$ cat config.mk
export PLATFORM = sky130hd
export DESIGN_NAME = mem_access_unit
export DESIGN_NICKNAME = d
export VERILOG_FILES = /design/src/rtl/mem_access_unit_pkg.sv /design/src/rtl/mem_lane_align.sv /design/src/rtl/mem_access_unit.sv
export SDC_FILE = /design/constraint.sdc
export NUM_CORES = 1
export LEC_CHECK = 0
export BUFFER_PORTS_ARGS = -buffer_cell sky130_fd_sc_hd__clkbuf_2
export CORE_ASPECT_RATIO = 1.1
export CORE_UTILIZATION = 47
export CTS_CLUSTER_DIAMETER = 40
export CTS_CLUSTER_SIZE = 28
export DETAILED_ROUTE_END_ITERATION = 10
export PLACE_DENSITY = 0.8
export SLEW_MARGIN = 10
export SYNTH_ARGS = -nofsm -noshare
export SYNTH_HDL_FRONTEND = slang
export SYNTH_SLANG_ARGS = --single-unit
$ cat constraint.sdc
create_clock -name CLK -period 2.75 [get_ports CLK]
set_input_delay 0.275 -clock CLK [delete_from_list [all_inputs] [get_ports CLK]]
set_output_delay 0.275 -clock CLK [all_outputs]
set_load 0.005 [all_outputs]
$ cat src/rtl/mem_access_unit_pkg.sv
// Shared definitions for the data-memory access stage: opcodes, FSM states, access sizes.
package mem_access_unit_pkg;

    localparam logic [5:0] OP_LB  = 6'b100000;
    localparam logic [5:0] OP_LH  = 6'b100001;
    localparam logic [5:0] OP_LW  = 6'b100011;
    localparam logic [5:0] OP_LBU = 6'b100100;
    localparam logic [5:0] OP_LHU = 6'b100101;
    localparam logic [5:0] OP_SB  = 6'b101000;
    localparam logic [5:0] OP_SH  = 6'b101001;
    localparam logic [5:0] OP_SW  = 6'b101011;

    typedef enum logic [1:0] {IDLE, ACCESS, DONE} state_t;
    typedef enum logic [1:0] {BYTE, HALF, WORD} size_t;

    // Unknown opcodes that still request memory fall back to a word access.
    function automatic size_t op_size(input logic [5:0] op);
        case (op)
            OP_LB, OP_LBU, OP_SB: op_size = BYTE;
            OP_LH, OP_LHU, OP_SH: op_size = HALF;
            default:              op_size = WORD;
        endcase
    endfunction

    function automatic logic op_signed(input logic [5:0] op);
        return (op == OP_LB) || (op == OP_LH);
    endfunction

endpackage

$ cat src/rtl/mem_lane_align.sv
// Big-endian lane steering: byte enables, store replication, load extract/extend, alignment check.
module mem_lane_align
    import mem_access_unit_pkg::*;
(
    input  size_t       size,
    input  logic [1:0]  offset,
    input  logic        sign,
    input  logic [31:0] store_data,
    input  logic [31:0] read_data,
    output logic [3:0]  byte_en,
    output logic [31:0] write_data,
    output logic [31:0] load_data,
    output logic        misaligned
);

    logic [7:0]  lane_byte;
    logic [15:0] lane_half;

    always_comb begin
        byte_en    = 4'b1111;
        write_data = store_data;
        load_data  = read_data;
        misaligned = 1'b0;
        lane_byte  = '0;
        lane_half  = '0;
        case (size)
            BYTE: begin
                byte_en    = 4'b1000 >> offset;
                write_data = {4{store_data[7:0]}};
                case (offset)
                    2'd0:    lane_byte = read_data[31:24];
                    2'd1:    lane_byte = read_data[23:16];
                    2'd2:    lane_byte = read_data[15:8];
                    default: lane_byte = read_data[7:0];
                endcase
                load_data  = {{24{sign & lane_byte[7]}}, lane_byte};
            end
            HALF: begin
                byte_en    = offset[1] ? 4'b0011 : 4'b1100;
                write_data = {2{store_data[15:0]}};
                lane_half  = offset[1] ? read_data[15:0] : read_data[31:16];
                load_data  = {{16{sign & lane_half[15]}}, lane_half};
                misaligned = offset[0];
            end
            default: begin
                misaligned = (offset != 2'd0);
            end
        endcase
    end

endmodule

$ cat src/rtl/mem_access_unit.sv
// MEM-stage load/store unit: request/acknowledge FSM with watchdog in front of a handshaked data memory.
module mem_access_unit
    import mem_access_unit_pkg::*;
#(
    parameter int unsigned TIMEOUT = 16
) (
    input  logic        CLK,
    input  logic        RESET,
    input  logic        MemRead,
    input  logic        MemWrite,
    input  logic [5:0]  MEM_Opcode,
    input  logic [31:0] MEM_ALU_RESULT,
    input  logic [31:0] MEM_RT_DATA,
    output logic        Mem_Req,
    output logic        Mem_We,
    output logic [31:0] Mem_Addr,
    output logic [3:0]  Mem_Byte_En,
    output logic [31:0] Mem_Wdata,
    input  logic        Mem_Ack,
    input  logic [31:0] Mem_Rdata,
    output logic        Stall,
    output logic [31:0] Load_Data,
    output logic        Load_Valid,
    output logic        Addr_Error,
    output logic        Bus_Error
);

    localparam int unsigned WD_W = $clog2(TIMEOUT);

    state_t          state, state_nx;
    size_t           size_q, size_d, al_size;
    logic [1:0]      off_q, off_d, al_off;
    logic            sign_q, sign_d, al_sign;
    logic [WD_W-1:0] wd_q, wd_d;
    logic            req, accept, expire;
    logic [3:0]      al_be;
    logic [31:0]     al_wdata, al_load;
    logic            al_misaligned;

    logic        req_d, we_d, load_valid_d, addr_error_d, bus_error_d;
    logic [31:0] addr_d, wdata_d, load_data_d;
    logic [3:0]  be_d;

    // In IDLE the aligner sees the live instruction; afterwards it sees the captured one.
    assign req     = MemRead | MemWrite;
    assign al_size = (state == IDLE) ? op_size(MEM_Opcode)   : size_q;
    assign al_off  = (state == IDLE) ? MEM_ALU_RESULT[1:0]   : off_q;
    assign al_sign = (state == IDLE) ? op_signed(MEM_Opcode) : sign_q;
    assign accept  = (state == IDLE) && req && !al_misaligned;
    assign expire  = (state == ACCESS) && !Mem_Ack && (wd_q == WD_W'(TIMEOUT - 1));
    assign Stall   = (accept && !RESET) || (state == ACCESS);

    mem_lane_align u_align (
        .size       (al_size),
        .offset     (al_off),
        .sign       (al_sign),
        .store_data (MEM_RT_DATA),
        .read_data  (Mem_Rdata),
        .byte_en    (al_be),
        .write_data (al_wdata),
        .load_data  (al_load),
        .misaligned (al_misaligned)
    );

    always_ff @(posedge CLK) begin
        if (RESET) state <= IDLE;
        else       state <= state_nx;
    end

    always_comb begin
        state_nx = state;
        case (state)
            IDLE:    if (accept) state_nx = ACCESS;
            ACCESS:  if (Mem_Ack || expire) state_nx = DONE;
            default: state_nx = IDLE;
        endcase
    end

    always_comb begin
        req_d        = Mem_Req;
        we_d         = Mem_We;
        addr_d       = Mem_Addr;
        be_d         = Mem_Byte_En;
        wdata_d      = Mem_Wdata;
        load_data_d  = Load_Data;
        load_valid_d = 1'b0;
        addr_error_d = 1'b0;
        bus_error_d  = 1'b0;
        size_d       = size_q;
        off_d        = off_q;
        sign_d       = sign_q;
        wd_d         = wd_q;
        case (state)
            IDLE: begin
                addr_error_d = req && al_misaligned;
                if (accept) begin
                    req_d   = 1'b1;
                    we_d    = MemWrite;
                    addr_d  = {MEM_ALU_RESULT[31:2], 2'b00};
                    be_d    = al_be;
                    wdata_d = al_wdata;
                    size_d  = al_size;
                    off_d   = al_off;
                    sign_d  = al_sign;
                    wd_d    = '0;
                end
            end
            ACCESS: begin
                if (Mem_Ack) begin
                    req_d = 1'b0;
                    if (!Mem_We) begin
                        load_data_d  = al_load;
                        load_valid_d = 1'b1;
                    end
                end else if (expire) begin
                    req_d       = 1'b0;
                    bus_error_d = 1'b1;
                    load_data_d = '0;
                end else begin
                    wd_d = wd_q + WD_W'(1);
                end
            end
            default: ;
        endcase
    end

    always_ff @(posedge CLK) begin
        if (RESET) begin
            Mem_Req     <= 1'b0;
            Mem_We      <= 1'b0;
            Mem_Addr    <= '0;
            Mem_Byte_En <= '0;
            Mem_Wdata   <= '0;
            Load_Data   <= '0;
            Load_Valid  <= 1'b0;
            Addr_Error  <= 1'b0;
            Bus_Error   <= 1'b0;
            size_q      <= WORD;
            off_q       <= '0;
            sign_q      <= 1'b0;
            wd_q        <= '0;
        end else begin
            Mem_Req     <= req_d;
            Mem_We      <= we_d;
            Mem_Addr    <= addr_d;
            Mem_Byte_En <= be_d;
            Mem_Wdata   <= wdata_d;
            Load_Data   <= load_data_d;
            Load_Valid  <= load_valid_d;
            Addr_Error  <= addr_error_d;
            Bus_Error   <= bus_error_d;
            size_q      <= size_d;
            off_q       <= off_d;
            sign_q      <= sign_d;
            wd_q        <= wd_d;
        end
    end

endmodule

==> impl_metrics.yaml <==
outcome:
  status: "finished, violations left"
  violations: "DRC"
pwr:
  clockPowerShare: 0.379
  swShare: 0.312
  p_switching_mw: 1.64
  combPwrFrac: 0.236
  finalPower_mw: 5.24
  cellLeakagePower_nw: 3.06
  ir_drop_mv: 0.449
  p_seq_frac: 0.385
  p_int_mw: 3.60
  power.density_nw_per_um2: 772
layout:
  final_net_count: 908
  drive_gt1_frac: 0.348
  diodes: 0
  final_util: 0.686
  multi_input_comb_area_um2: 2290
  seqCellArea_um2: 2280
  nFillCells: 779
  syn2layout_area_growth_pct: 41.8
sta:
  final_max_slew_viol_count: 0
  setup_tns_ns: 0
  final-setup-viol-count: 0
  setup_ws_ns: 0.171
  finalHoldViolCount: 0
  worstMarginPinSlew_ns: 0.853
  rsz0062_at_grt: "false"
  fin_crit_sh: 0.938
  fin_skew_ns: 0.00810
  max_freq_ghz: 0.388
  relSlewSlack: 0.427
  fin_crit_ns: 2.58
route:
  first_pass_iters: 9
  vias: 5137
  final_antenna_net_count: 0
  vias_per_cell: 5.51
  post_drt_wl_per_cell_um: 16.0
  drc_errors: 17
  drtIter0Drc: 490
  routed_wl_um: 15000
run:
  drv_cap: 0
placed_design:
  place_congestion: 0.891
  dpl.hpwl_um: 10200
  post-place-ws_ns: 0.0319
  io_buffers: 210
floorplan:
  ioPinCount: 213
  dieWidth_um: 98.2
  die_area_um2: 10600
  fp.dieH_um: 108
  row_count: 38
  start_util: 0.484
  core_um2: 9890
synthesis:
  synth_edf_count: 0
  postSynth.asyncResetShare: 0
  ys_seq_area_frac: 0.477
  netlist_area_um2: 4790
  synth_ff_type: "dfxtp_1"
  yosysTopAreaCell: "dfxtp_1"
  syn_avg_cell_area_um2: 8.43
  syn_inst: 568
  ys_types: 55
  ys_warn_count: 0
  ys_seq_elements: 114
  yosysTopAreaCellShare: 0.477
  synthTopCellsByArea: "dfxtp_1 (48%), nand2_1 (11%), a21oi_1 (5.2%), nor2_1 (4.5%), a311oi_1 (4.2%)"
worst_hold_path:
  min_to: "Mem_Wdata[20]"
  min_path_cells: 3
  min_path_type: "primary input to flop"
  hp-start: "MEM_RT_DATA[20]"
global_routing:
  grt_use_total: 0.278
  grt_overflow: 0
  met2_usage: 0.478
  grt_pass1_vias: 4944
  grt_max_degree: 104
  grt_use_met3: 0.0662
  met1_usage: 0.326
  grt_pass1_wl_um: 23400
  antenna_found_initial: 0
  gr-max-usage-layer: "met2"
setup_path:
  endpoint_kind: "primary output"
  worstSetupPathType: "flop to primary output"
  rr_startpoint: "state[1]"
  r2r_setup_slack_ns: 0.32
  critPathMaxFanout: 12
  r2r_end: "Load_Data[21]"
  critPathRequiredTime_ns: 2.48
  worstSetupStartpointType: "flop"
  r2r_cells: 7
  worstPathArrival_ns: 2.30
clock_tree:
  clock_latency_ns: 0.51
  cts_tree: "done"
  clk_pin_slew_ns: 0.06
  cts_sinks: 114
  ctsRootBufferMaster: "clkbuf_8"
  cts_buffers: 17
  cts_htree_levels: 4
  clock_path_buffers: 2
[repair_timing]
action                                  4_1_cts  5_1_grt
hold buffers                                 36        0
buffers inserted                              0        2
endpoints found under the setup margin        0        7
hold endpoints to repair                     35        0
resized for setup                             0        3
[through the flow]
stage | instance area (um^2) | hold slack (ns) | std cells
final | 6790 | 0.0236 | 933
after global routing | 6790 | 0.0149 | 933
after floorplan | 4790 | 0.408 | 569
after CTS | 6760 | 0.00114 | 931
after detailed placement | 5850 | 0.445 | 863
after global placement | 5850 | 0.440 | 863
[Yosys cell counts, types with 2 or more instances]
cell / n
buf_4: 3
nand2b_1: 2
nor2_2: 2
a21o_1: 3
a311oi_1: 23
a311oi_2: 3
a21oi_1: 50
o21ai_2: 10
and3_1: 2
or2_2: 3
nor3b_1: 3
or3_1: 2
buf_6: 4
o32ai_1: 2
inv_1: 2
a221o_1: 8
clkbuf_1: 21
mux2i_1: 7
dfxtp_1: 114
buf_2: 16
nand2_1: 145
a211o_1: 2
a22oi_1: 9
xor2_1: 2
a21boi_0: 2
o21a_1: 3
nor3_1: 12
o21ai_0: 15
nor2_1: 58
o2bb2ai_1: 7
a222oi_1: 8
o31ai_1: 2
[worst max path at each step]
stage,from,end,slack (ns),cells after the start
floorplan,MEM_Opcode[4],Stall,0.63,7
finish,state[1],Stall,0.17,6
detailed placement,state[0],Load_Data[21],0.03,6
CTS,state[0],Load_Data[21],0.03,6
global placement,state[0],Load_Data[16],0.20,6
global route,state[1],Stall,0.02,6
[cells in the final DEF, fill, tap and decap left out, types with 3 or more instances in the layout]
master and count:
a22oi_1 9, a21oi_1 50, a311oi_1 23, a222oi_1 8
o21ai_0 15, or2_2 3, o21ai_2 10, clkbuf_2 210
dfxtp_1 112, clkinvlp_4 7, mux2i_1 7, o2bb2ai_1 7
dlygate4sd3_1 36, o21a_1 3, a21o_1 3, clkinv_4 3
nor3b_1 3, buf_4 10, nor3_1 12, a221o_1 8
a311oi_2 3, nor2_1 57, nand2_1 145, clkbuf_16 16
[sequential cells by signal, indices dropped and copies added (netlist names)]
signal	count
Load_Valid	1
Bus_Error	1
state	2
wd_q	4
sign_q	1
Mem_Byte_En	4
Mem_Wdata	32
size_q	2
Mem_Addr	30
Addr_Error	1
Load_Data	32
Mem_Req	1
off_q	2
Mem_We	1
[cells by family (layout without fill, tap and decap cells)]
group / count (synthesis) / in the layout / share of synthesized area
buf+inv: 48 / 292 / 0.0504
mux: 7 / 7 / 0.0146
xor+xnor: 3 / 3 / 0.00549
fa+ha+maj: 1 / 1 / 0.00261
simple gates: 238 / 238 / 0.205
compound gates: 156 / 156 / 0.244
other cells: 1 / 2 / 0.000783
flops: 114 / 114 / 0.477
[area by class of cell]
class                      instances  share of cell area
clock buffer                      17              0.0610
sequential                       114               0.337
clock inverter                    15              0.0201
tap                              120              0.0221
inverter                           3             0.00166
timing repair buffer             257               0.222
multi-input combinational        407               0.337
[power by group through the flow]
stage | Sequential, mW | Clock [mW] | Combinational (mW)
CTS | 2.02 | 2.01 | 1.21
detailed placement | 2.05 | 0 | 1.17
floorplan | 2.04 | 0 | 0.723
global placement | 2.04 | 0 | 1.13
global route | 2.04 | 2.09 | 1.36
finish | 2.02 | 1.99 | 1.24
[critical path, stage by stage, from the launching register on]
cell,delay [ns]
dfxtp_2,0.38
a211o_1,0.36
o32ai_4,0.33
nand2_2,0.13
a21o_1,0.26
o21ai_0,0.19
clkbuf_2,0.15
[metal layers]
layer | vias up | share of wire
met4 | 0 | 0.028
met1 | 2363 | 0.40
met5 | - | 0
li1 | 2468 | -
met2 | 267 | 0.50
met3 | 39 | 0.079
(Power assumes the default switching activity.)
